`config.mk`:
```
export PLATFORM = sky130hd
export DESIGN_NAME = grid_generation_memory
export DESIGN_NICKNAME = d
export VERILOG_FILES = /design/src/rtl/grid_generation_memory.sv
export SDC_FILE = /design/constraint.sdc
export NUM_CORES = 1
export LEC_CHECK = 0
export CAP_MARGIN = 20
export CORE_MARGIN = 2
export CORE_UTILIZATION = 60
export CTS_BUF_LIST = sky130_fd_sc_hd__clkbuf_2 sky130_fd_sc_hd__clkbuf_4 sky130_fd_sc_hd__clkbuf_8
export CTS_CLUSTER_SIZE = 28
export DETAILED_ROUTE_END_ITERATION = 8
export PLACE_DENSITY = 0.78
export SLEW_MARGIN = 0
export SYNTH_ARGS = -nofsm -noshare
export SYNTH_HDL_FRONTEND = slang
export SYNTH_SLANG_ARGS = --single-unit
export TNS_END_PERCENT = 10
```
`constraint.sdc`:
```
create_clock -name clk -period 3 [get_ports clk]
set_input_delay 0.6 -clock clk [delete_from_list [all_inputs] [get_ports clk]]
set_output_delay 0.6 -clock clk [all_outputs]
set_load 0.1 [all_outputs]
```
`src/rtl/grid_generation_memory.sv`:
```
// Ping-pong row memory for the Life engine: current/next generation banks, swap handshake and
// generation counter. Define STABLE_DETECT_EN to build the still-life detector; otherwise stable=0.
module grid_generation_memory #(
  parameter int unsigned COLS   = 16,
  parameter int unsigned ROWS   = 16,
  parameter int unsigned ADDR_W = (ROWS > 1) ? $clog2(ROWS) : 1,
  parameter int unsigned GEN_W  = 16
) (
  input  logic              clk,
  input  logic              reset,
  input  logic              load_run,
  input  logic              init_we,
  input  logic [ADDR_W-1:0] init_addr,
  input  logic [COLS-1:0]   init_row,
  input  logic [ADDR_W-1:0] rd_addr,
  output logic [COLS-1:0]   rd_row,
  input  logic              grid_we,
  input  logic [ADDR_W-1:0] grid_addr,
  input  logic [COLS-1:0]   grid_row,
  input  logic              gen_done,
  output logic              swap_ack,
  output logic [GEN_W-1:0]  gen_count,
  output logic              stable
);

  typedef enum logic [1:0] {StLoad, StRun, StSwap} state_e;

  localparam logic [ADDR_W:0] RowsLim = (ADDR_W + 1)'(ROWS);

  // Guards addresses beyond ROWS when ROWS is not a power of two.
  function automatic logic in_range(input logic [ADDR_W-1:0] addr);
    return {1'b0, addr} < RowsLim;
  endfunction

  state_e              state_q, state_d;
  logic                cur_sel_q;
  logic [COLS-1:0]     bank_q [2][ROWS];
  logic [COLS-1:0]     rd_row_q;
  logic                swap_ack_q;
  logic [GEN_W-1:0]    gen_count_q;
  logic                init_wr, grid_wr, start_run;

  always_comb begin
    state_d = state_q;
    unique case (state_q)
      StLoad: if (load_run) state_d = StRun;
      StRun: begin
        if (!load_run)     state_d = StLoad;
        else if (gen_done) state_d = StSwap;
      end
      StSwap:  state_d = load_run ? StRun : StLoad;
      default: state_d = StLoad;
    endcase
  end

  always_comb begin
    init_wr   = (state_q == StLoad) && init_we && in_range(init_addr);
    grid_wr   = (state_q == StRun) && grid_we && in_range(grid_addr);
    start_run = (state_q == StLoad) && load_run;
  end

  always_ff @(posedge clk or negedge reset) begin
    if (!reset) begin
      for (int b = 0; b < 2; b++) begin
        for (int r = 0; r < int'(ROWS); r++) begin
          bank_q[b][r] <= '0;
        end
      end
      rd_row_q <= '0;
    end else begin
      // Nonblocking update gives read-before-write on a same-address collision.
      rd_row_q <= in_range(rd_addr) ? bank_q[cur_sel_q][rd_addr] : '0;
      if (init_wr) bank_q[cur_sel_q][init_addr] <= init_row;
      if (grid_wr) bank_q[~cur_sel_q][grid_addr] <= grid_row;
    end
  end

  always_ff @(posedge clk or negedge reset) begin
    if (!reset) begin
      state_q     <= StLoad;
      cur_sel_q   <= 1'b0;
      swap_ack_q  <= 1'b0;
      gen_count_q <= '0;
    end else begin
      state_q    <= state_d;
      swap_ack_q <= (state_d == StSwap);
      if (start_run) gen_count_q <= '0;
      if (state_q == StSwap) begin
        cur_sel_q   <= ~cur_sel_q;
        gen_count_q <= gen_count_q + GEN_W'(1);
      end
    end
  end

`ifdef STABLE_DETECT_EN
  logic            stable_q;
  logic            diff_q;
  logic [ROWS-1:0] written_q;

  always_ff @(posedge clk or negedge reset) begin
    if (!reset) begin
      stable_q  <= 1'b0;
      diff_q    <= 1'b0;
      written_q <= '0;
    end else if (start_run) begin
      stable_q  <= 1'b0;
      diff_q    <= 1'b0;
      written_q <= '0;
    end else if (state_q == StSwap) begin
      stable_q  <= (&written_q) && !diff_q;
      diff_q    <= 1'b0;
      written_q <= '0;
    end else if (grid_wr) begin
      if (grid_row != bank_q[cur_sel_q][grid_addr]) diff_q <= 1'b1;
      written_q[grid_addr] <= 1'b1;
    end
  end

  assign stable = stable_q;
`else
  assign stable = 1'b0;
`endif

  assign rd_row    = rd_row_q;
  assign swap_ack  = swap_ack_q;
  assign gen_count = gen_count_q;

endmodule

```
==> metrics <==
vias in the first global route 24700; crit start category register; wire length on met3 8.41 mm; GP Congestion 0.953; reg2reg path depth 5; Rel. slew slack 0.469; yosys warns 0; Slowest Stage Delay on Critical Path 0.86 ns; I/O pins 84; Mapped Nets 3130; WL met1 about 35 mm; Max-cap violations 0; CTS sink count roughly 550; RSZ-0062 raised after global routing no; drt total wl just over 90 mm; dominant cells by area after synthesis dfrtp_1, mux2i_1, o21ai_0; Critical Path AT roughly 3.2 ns; Netlist cell types between 40 and 50; share of cells above drive strength 1 0.126; drt drc 0; slowest cell on the critical path dfrtp_1; asr flop ratio synth 1.00; Final Critical Period 2.67 ns; Wirelength per Cell 24.4 um; remaining global-route overflow 0; die width 226 um; CTS tree built; Rows 81; Final Slew Violations 0; Core Region 0.0488 mm^2; Worst R2R Start cur_sel_q; commonest non-fill, non-tap cell in the layout mux2i_1; pre-CTS WS 0.116 ns; gr usage total 0.372; dominant synthesized flop cell dfrtp_1; Die ar. a little over 0.05 mm^2; Yosys top cell by area dfrtp_1; Starting Density 0.608; crit-path cells nor2b_4 -> buf_12 -> a22oi_1 -> a31oi_1 -> nand3_1; Initial DRT Pass Iterations 6; DRT iter0 DRCs 2674; worst-path maximum fanout 17; outcome complete, no violations; TNS Setup 0 ns; Post-CTS Setup Inserts 0; initial antenna violation count 3; Clk Latency, worst-skew pair 0.71 ns; root buf cell clkbuf_8; TritonCTS buffer count 91; hold bufs inserted after CTS 1; Area Overhead vs Synth 13.5%; Port Buffers 82; Setup CP Type reg2reg; Seq/Total Area, Yosys 0.462; DP HPWL 57.3 mm; Max Clock Freq approximately 370 MHz; HP Class in2async; Antenna Nets Post-Route 0; first-pass GRT wire length 145 mm; CP Launch Point cur_sel_q; Synth Instances 3079; fin area 0.0337 mm^2; clk buf depth 3; number of flops mapped to enable cells by yosys 0; nets@finish 3153; skew final 0.0366 ns; Area after DPL 0.0318 mm^2; post-cts sizing count 0; setup slack after layout approximately 0.33 ns; top sig layer met5; period utilization 0.891; Mean Syn Cell Area 9.64 um^2; P_leak 0.0155 uW; Synth top area share 0.462; mapped cell area 0.0297 mm^2; Peak VDD IR 0.392 mV; final hold slack 0.491 ns; CTS clk-pin slew, worst paths 0.06 ns; WL met2 about 43 mm; pin count of the biggest net entering global routing 92; most frequent cells in the layout mux2i_1, dfrtp_1, nand2_1; CTS H-Tree Depth 3; Die Y-Extent 226 um; DR vias between 20000 and 25000; endpoints failing hold 0; Final setup viols 0; Tightest Pin Transition 0.796 ns; Cell Pwr Density 833 mW/mm^2; routed vias/inst 6.45; element type at the critical path end register; Synth Register Bits 548; Worst EP required approximately 3.5 ns
power by group:
| group | internal (uW) | switching [uW] |
|---|---|---|
| logic | 3570 | 5110 |
| registers | 10600 | 1850 |
| clock network | 3860 | 3050 |
| total | 18000 | 10000 |
worst paths after layout:
kind                            slack, ns             to
worst max register to register       0.33     rd_row[10]
min in group clk                     0.51  gen_count[15]
worst min-delay path                 0.49     bank_q[61]
worst max-delay path                 0.33     rd_row[10]
max in group asynchronous            1.50    bank_q[266]
worst min register to register       0.51  gen_count[15]
cell type report:
type / count / area [um^2]
flip-flops and latches: 548 / 13700
inverters: 2 / 7.51
fillers: 3684 / 15200
multi-input cells: 2217 / 14800
clock buffers: 143 / 1760
clock inverters: 11 / 121
diodes: 2 / 5.00
well taps: 664 / 831
repair buffers: 242 / 2450
metal layers:
metal / track usage / vias to the layer above
met5: 0 / -
met1: 0.463 / 12100
met4: 0.242 / 2
met2: 0.587 / 1341
li1: - / 10900
met3: 0.0811 / 359
flip-flops by register name, summed over array words and instances (netlist names):
signal     cells
bank_q       512
gen_count     16
rd_row        16
state_q        2
cur_sel_q      1
swap_ack       1
kinds of logic after synthesis:
| logic type | synth area share |
|---|---|
| mux | 0.259 |
| simple gates | 0.108 |
| compound gates | 0.127 |
| flops | 0.462 |
| buf+inv | 0.0430 |
| fa+ha+maj | 0.000421 |
| other cells | 0.000126 |
| xor+xnor | 0.000295 |
worst max-delay path, delay by kind of cell, from the launching register on:
| kind | cells | cell delay [ns] |
|---|---|---|
| buffers and inverters | 1 | 0.22 |
| DFF | 1 | 0.86 |
| AOI/OAI and AO/OA | 2 | 0.74 |
| and+or+nand+nor | 2 | 0.67 |
Yosys cell counts, drive strengths merged, types with 3 or more instances:
cell type,n
a21oi,210
a22o,33
a22oi,64
a31oi,18
and2,3
and3b,3
buf,69
clkbuf,243
dfrtp,548
mux2i,768
nand2,396
nand2b,7
nand3,48
nand4,26
nor2,218
nor2b,7
nor3,25
o21ai,355
or3,7
or3b,7
per-stage QoR:
step / instances / utilization / power (uW)
floorplan: 3079 / - / 17900
global placement: 3672 / 0.651 / 20400
detailed placement: 3672 / 0.651 / 21100
CTS: 3827 / 0.689 / 27900
global route: 3829 / 0.690 / 29500
finish: 3829 / 0.690 / 28100
Power figures use the tool's default switching activity.
